$ cat config.mk
export PLATFORM = sky130hd
export DESIGN_NAME = scr1_dmem_router
export DESIGN_NICKNAME = d
export VERILOG_FILES = /design/src/rtl/scr1_dmem_router_pkg.sv /design/src/rtl/scr1_dmem_router.sv
export SDC_FILE = /design/constraint.sdc
export NUM_CORES = 1
export LEC_CHECK = 0
export ABC_AREA = 1
export CAP_MARGIN = 20
export CORE_AREA = 2 2 160 162
export DETAILED_ROUTE_END_ITERATION = 16
export DIE_AREA = 0 0 162 164
export PLACE_DENSITY = 0.54
export SYNTH_ARGS = -nofsm -noshare
export SYNTH_HDL_FRONTEND = slang
export SYNTH_SLANG_ARGS = --single-unit
$ cat constraint.sdc
create_clock -name clk -period 1.8 [get_ports clk]
set_input_delay 0.54 -clock clk [delete_from_list [all_inputs] [get_ports clk]]
set_output_delay 0.54 -clock clk [all_outputs]
set_load 0.01 [all_outputs]
$ cat src/rtl/scr1_dmem_router_pkg.sv
// Shared memory-interface types, default data-memory address map and
// router-local encodings for scr1_dmem_router.
package scr1_dmem_router_pkg;

  localparam int unsigned SCR1_DMEM_AWIDTH = 32;
  localparam int unsigned SCR1_DMEM_DWIDTH = 32;

  typedef enum logic {
    SCR1_MEM_CMD_RD = 1'b0,
    SCR1_MEM_CMD_WR = 1'b1
  } type_scr1_mem_cmd_e;

  typedef enum logic [1:0] {
    SCR1_MEM_WIDTH_BYTE  = 2'b00,
    SCR1_MEM_WIDTH_HWORD = 2'b01,
    SCR1_MEM_WIDTH_WORD  = 2'b10,
    SCR1_MEM_WIDTH_ERROR = 2'b11
  } type_scr1_mem_width_e;

  typedef enum logic [1:0] {
    SCR1_MEM_RESP_NOTRDY = 2'b00,
    SCR1_MEM_RESP_RDY_OK = 2'b01,
    SCR1_MEM_RESP_RDY_ER = 2'b10
  } type_scr1_mem_resp_e;

  // Default map: TCM window, then the 32-byte timer block; everything else is external.
  localparam logic [31:0] SCR1_DMEM_TCM_ADDR_MASK      = 32'hFFFF0000;
  localparam logic [31:0] SCR1_DMEM_TCM_ADDR_PATTERN   = 32'h00480000;
  localparam logic [31:0] SCR1_DMEM_TIMER_ADDR_MASK    = 32'hFFFFFFE0;
  localparam logic [31:0] SCR1_DMEM_TIMER_ADDR_PATTERN = 32'h00490000;

  localparam logic [1:0] SCR1_SEL_PORT0 = 2'd0;
  localparam logic [1:0] SCR1_SEL_PORT1 = 2'd1;
  localparam logic [1:0] SCR1_SEL_PORT2 = 2'd2;

  typedef enum logic {
    SCR1_FSM_IDLE = 1'b0,
    SCR1_FSM_WAIT = 1'b1
  } type_scr1_dmem_fsm_e;

endpackage

$ cat src/rtl/scr1_dmem_router.sv
// Routes core data-memory requests to TCM, timer or external bridge and
// steers the single outstanding response back to the core.
//   state | meaning
//   IDLE  | nothing outstanding, core sees NOTRDY
//   WAIT  | one transaction outstanding on r_port_sel
module scr1_dmem_router
  import scr1_dmem_router_pkg::*;
#(
  parameter logic [31:0] SCR1_PORT0_ADDR_MASK    = SCR1_DMEM_TCM_ADDR_MASK,
  parameter logic [31:0] SCR1_PORT0_ADDR_PATTERN = SCR1_DMEM_TCM_ADDR_PATTERN,
  parameter logic [31:0] SCR1_PORT1_ADDR_MASK    = SCR1_DMEM_TIMER_ADDR_MASK,
  parameter logic [31:0] SCR1_PORT1_ADDR_PATTERN = SCR1_DMEM_TIMER_ADDR_PATTERN
) (
  input  logic                          clk,
  input  logic                          rst_n,
  output logic                          dmem_req_ack,
  input  logic                          dmem_req,
  input  type_scr1_mem_cmd_e            dmem_cmd,
  input  type_scr1_mem_width_e          dmem_width,
  input  logic [SCR1_DMEM_AWIDTH-1:0]   dmem_addr,
  input  logic [SCR1_DMEM_DWIDTH-1:0]   dmem_wdata,
  output logic [SCR1_DMEM_DWIDTH-1:0]   dmem_rdata,
  output type_scr1_mem_resp_e           dmem_resp,
  input  logic                          port0_req_ack,
  output logic                          port0_req,
  output type_scr1_mem_cmd_e            port0_cmd,
  output type_scr1_mem_width_e          port0_width,
  output logic [SCR1_DMEM_AWIDTH-1:0]   port0_addr,
  output logic [SCR1_DMEM_DWIDTH-1:0]   port0_wdata,
  input  logic [SCR1_DMEM_DWIDTH-1:0]   port0_rdata,
  input  type_scr1_mem_resp_e           port0_resp,
  input  logic                          port1_req_ack,
  output logic                          port1_req,
  output type_scr1_mem_cmd_e            port1_cmd,
  output type_scr1_mem_width_e          port1_width,
  output logic [SCR1_DMEM_AWIDTH-1:0]   port1_addr,
  output logic [SCR1_DMEM_DWIDTH-1:0]   port1_wdata,
  input  logic [SCR1_DMEM_DWIDTH-1:0]   port1_rdata,
  input  type_scr1_mem_resp_e           port1_resp,
  input  logic                          port2_req_ack,
  output logic                          port2_req,
  output type_scr1_mem_cmd_e            port2_cmd,
  output type_scr1_mem_width_e          port2_width,
  output logic [SCR1_DMEM_AWIDTH-1:0]   port2_addr,
  output logic [SCR1_DMEM_DWIDTH-1:0]   port2_wdata,
  input  logic [SCR1_DMEM_DWIDTH-1:0]   port2_rdata,
  input  type_scr1_mem_resp_e           port2_resp
);

  type_scr1_dmem_fsm_e         r_fsm;
  type_scr1_dmem_fsm_e         w_fsm_next;
  logic [1:0]                  r_port_sel;
  logic [1:0]                  w_port_sel_next;
  logic [1:0]                  w_new_sel;
  type_scr1_mem_resp_e         w_cur_resp;
  logic [SCR1_DMEM_DWIDTH-1:0] w_cur_rdata;
  logic                        w_new_ack;
  logic                        w_can_issue;
  logic                        w_transfer;

  always_comb begin
    w_new_sel = SCR1_SEL_PORT2;
    if ((dmem_addr & SCR1_PORT0_ADDR_MASK) == SCR1_PORT0_ADDR_PATTERN) begin
      w_new_sel = SCR1_SEL_PORT0;
    end else if ((dmem_addr & SCR1_PORT1_ADDR_MASK) == SCR1_PORT1_ADDR_PATTERN) begin
      w_new_sel = SCR1_SEL_PORT1;
    end
  end

  always_comb begin
    w_cur_resp  = port2_resp;
    w_cur_rdata = port2_rdata;
    case (r_port_sel)
      SCR1_SEL_PORT0: begin
        w_cur_resp  = port0_resp;
        w_cur_rdata = port0_rdata;
      end
      SCR1_SEL_PORT1: begin
        w_cur_resp  = port1_resp;
        w_cur_rdata = port1_rdata;
      end
      default: ;
    endcase
  end

  always_comb begin
    w_new_ack = port2_req_ack;
    case (w_new_sel)
      SCR1_SEL_PORT0: w_new_ack = port0_req_ack;
      SCR1_SEL_PORT1: w_new_ack = port1_req_ack;
      default: ;
    endcase
  end

  // A returning response frees the slot in the same cycle, so TCM streams without bubbles.
  assign w_can_issue  = (r_fsm == SCR1_FSM_IDLE) |
                        ((r_fsm == SCR1_FSM_WAIT) & (w_cur_resp != SCR1_MEM_RESP_NOTRDY));
  assign dmem_req_ack = w_can_issue & w_new_ack;
  assign w_transfer   = dmem_req & dmem_req_ack;

  assign port0_req = dmem_req & w_can_issue & (w_new_sel == SCR1_SEL_PORT0);
  assign port1_req = dmem_req & w_can_issue & (w_new_sel == SCR1_SEL_PORT1);
  assign port2_req = dmem_req & w_can_issue & (w_new_sel == SCR1_SEL_PORT2);

  assign port0_cmd   = dmem_cmd;
  assign port0_width = dmem_width;
  assign port0_addr  = dmem_addr;
  assign port0_wdata = dmem_wdata;
  assign port1_cmd   = dmem_cmd;
  assign port1_width = dmem_width;
  assign port1_addr  = dmem_addr;
  assign port1_wdata = dmem_wdata;
  assign port2_cmd   = dmem_cmd;
  assign port2_width = dmem_width;
  assign port2_addr  = dmem_addr;
  assign port2_wdata = dmem_wdata;

  assign dmem_resp  = (r_fsm == SCR1_FSM_WAIT) ? w_cur_resp  : SCR1_MEM_RESP_NOTRDY;
  assign dmem_rdata = (r_fsm == SCR1_FSM_WAIT) ? w_cur_rdata : '0;

  always_comb begin
    w_fsm_next      = r_fsm;
    w_port_sel_next = r_port_sel;
    if (w_transfer) begin
      w_fsm_next      = SCR1_FSM_WAIT;
      w_port_sel_next = w_new_sel;
    end else if ((r_fsm == SCR1_FSM_WAIT) && (w_cur_resp != SCR1_MEM_RESP_NOTRDY)) begin
      w_fsm_next = SCR1_FSM_IDLE;
    end
  end

  always_ff @(posedge clk or negedge rst_n) begin
    if (!rst_n) begin
      r_fsm      <= SCR1_FSM_IDLE;
      r_port_sel <= SCR1_SEL_PORT0;
    end else begin
      r_fsm      <= w_fsm_next;
      r_port_sel <= w_port_sel_next;
    end
  end

endmodule

==> metrics <==
Comb pwr share 78.1%; vias in the first global route 3246; R2R Setup Slk 220 ps; Vias/cell 3.30; sequential cell area 75.1 µm²; library cells used by synthesis 19; Hold Path Class input port to async pin; first-pass GRT wire length 17800 µm; Internal 1210 µW; Max Cap Viol 0; final HPWL from detailed placement 9790 µm; Longest Clk Path Bufs 2; maximum VDD drop 226 µV; Hold Buf Count CTS 0; Slew Viols, Final 0; Worst-path clk slew 30 ps; Initial Util 11.5%; die span in x 162 µm; ratio of cells with drive above 1 in the final layout 39.6%; violated checks negative setup slack; die area 26600 µm²; kind of critical path flop to output port; post-synthesis cell count 509; most frequent cells in the layout 102 x nand2_1, 102 x clkdlybuf4s50_1, 95 x dlygate4sd2_1; Clk pwr share 17.8%; crit path launch r_port_sel[1]; die span in y 164 µm; part of the power in registers 4.1%; number of fill cells 2800; Final Skew 0.728 ps; CTS tree built; Switching Fraction 38.6%; clock sink count 3; final hold vios 0; drt first pass iters 4; Setup WS post-layout -413 ps; Placed Cells 926; leakage power 0.00298 µW; Arr. time, crit path 1670 ps; worst-skew pair later-pin latency 220 ps; crit start category flop; Final ANT Viol Nets 0; Final setup viols 38; RSZ-0062 raised after global routing yes; Residual DRC 0; Achievable Freq 452 MHz; sequential fraction of the synthesis area 2.64%; TritonCTS Buffers 3; Final min period 2210 ps; worst slew pin tran 230 ps; Slew headroom 84.6%; Design Area, Final 5490 µm²; critical-path maximum fanout 3; final core occ 22.1%; synthesized area 2850 µm²; final non-filler cell total 966; Remaining Overflow, GRT 0; final net count 810; Clock Tree Root clkbuf_16; CTS H-Tree Depth 1; total track usage 8.78%; syn avg cell area 5.59 µm²; Yosys reg bits 3; Rows 58; Final GP Congestion 0.747; Worst Setup End Kind output port; core box area 24800 µm²; status finished, violations left; First DRT Iteration DRCs 100; antenna violations before repair 2; Ports 414; wire per inst 13.6 µm; dpl cell area 4660 µm²; Net Sw Power 760 µW; final wirelength 13100 µm; via count 3183; period utilization 123%; WP data required 1260 ps; Synth Net Count 684; largest net degree at the start of global routing 13; critical register-to-register path startpoint r_port_sel[1]; synthesis-to-finish area growth 92.8%; pwr dens 359 nW/µm²; Multi-input gate area 1450 µm²; Port Buf Inserts 253; yosys warns 0
critical path, cell delays in order, from the launching register on:
cell and delay [ps]:
dfrtp_1 390, buf_6 140, buf_6 110, nor3_4 190, nor3_4 70, nor3_4 230
buf_6 140, a31oi_2 30, buf_2 150
cell families (layout without fill, tap and decap cells):
| kind of cell | Yosys count | count (layout) | synth area share [%] |
|---|---|---|---|
| compound gates | 2 | 2 | 0.395 |
| buf+inv | 280 | 405 | 63.8 |
| flops | 3 | 3 | 2.64 |
| other cells | 0 | 2 | 0 |
| simple gates | 224 | 224 | 33.2 |
final timing paths:
kind	endpoint	depth (start not counted)
worst max register to register	r_fsm	9
worst min register to register	r_port_sel[0]	4
worst max-delay path	dmem_req_ack	8
max in group asynchronous	r_fsm	1
min in group clk	r_port_sel[0]	4
worst min-delay path	r_port_sel[0]	1
what timing repair did:
item                       CTS  global route
setup buffers               26             6
cloned                       6             1
pin swaps                   38            46
resized for setup          366           129
setup endpoints to repair  122            41
metal layers:
| metal | up-vias | global-route usage, % | part of all wire, % |
|---|---|---|---|
| li1 | 1557 | - | - |
| met1 | 1367 | 8.43 | 34 |
| met2 | 239 | 16.7 | 51 |
| met3 | 20 | 4.17 | 13 |
| met4 | 0 | 2.45 | 1.9 |
| met5 | - | 0 | 0 |
stage by stage:
stage | setup slack [ps] | power, µW | TNS [ps] | hold slack [ps]
2_1_floorplan | 0.196 | 899 | 0 | 244
5_1_grt | -509 | 2100 | -15190 | 529
6_report | -413 | 1970 | -12010 | 509
3_5_place_dp | -1330 | 1390 | -60170 | 652
4_1_cts | -438 | 1860 | -12910 | 508
3_3_place_gp | -1310 | 1390 | -59950 | 647
flip-flops by register name, indices dropped and copies added, names as in the netlist:
register,flops
r_port_sel,2
r_fsm,1
Yosys cell counts:
cell	instances	area share, %
a31oi_1	1	0.22
buf_1	3	0.40
buf_2	6	1.1
buf_4	202	53
clkbuf_1	4	0.53
dfrtp_1	3	2.6
inv_1	63	8.3
inv_2	2	0.26
nand2_1	153	20
nand2_2	3	0.66
nand3_1	41	7.2
nand3_2	1	0.35
nor2_1	19	2.5
nor2_2	2	0.44
nor2_4	1	0.40
nor3_1	1	0.18
nor3_2	2	0.70
nor3_4	1	0.57
o21ai_0	1	0.18
power groups by stage:
stage	clock [µW]	sequential, µW	combinational (µW)
final	351	79.7	1540
after detailed placement	0	82.0	1310
after global placement	0	82.3	1310
after floorplan	0	75.8	823
after global routing	362	81.5	1660
after CTS	356	79.6	1420
cell type report:
| class | count | area share [%] |
|---|---|---|
| clock buffers | 4 | 1.44 |
| flip-flops and latches | 3 | 1.37 |
| well taps | 330 | 7.52 |
| diodes | 2 | 0.0912 |
| inverters | 65 | 4.49 |
| multi-input cells | 226 | 26.5 |
| repair buffers | 336 | 58.6 |
Power figures use the tool's default switching activity.
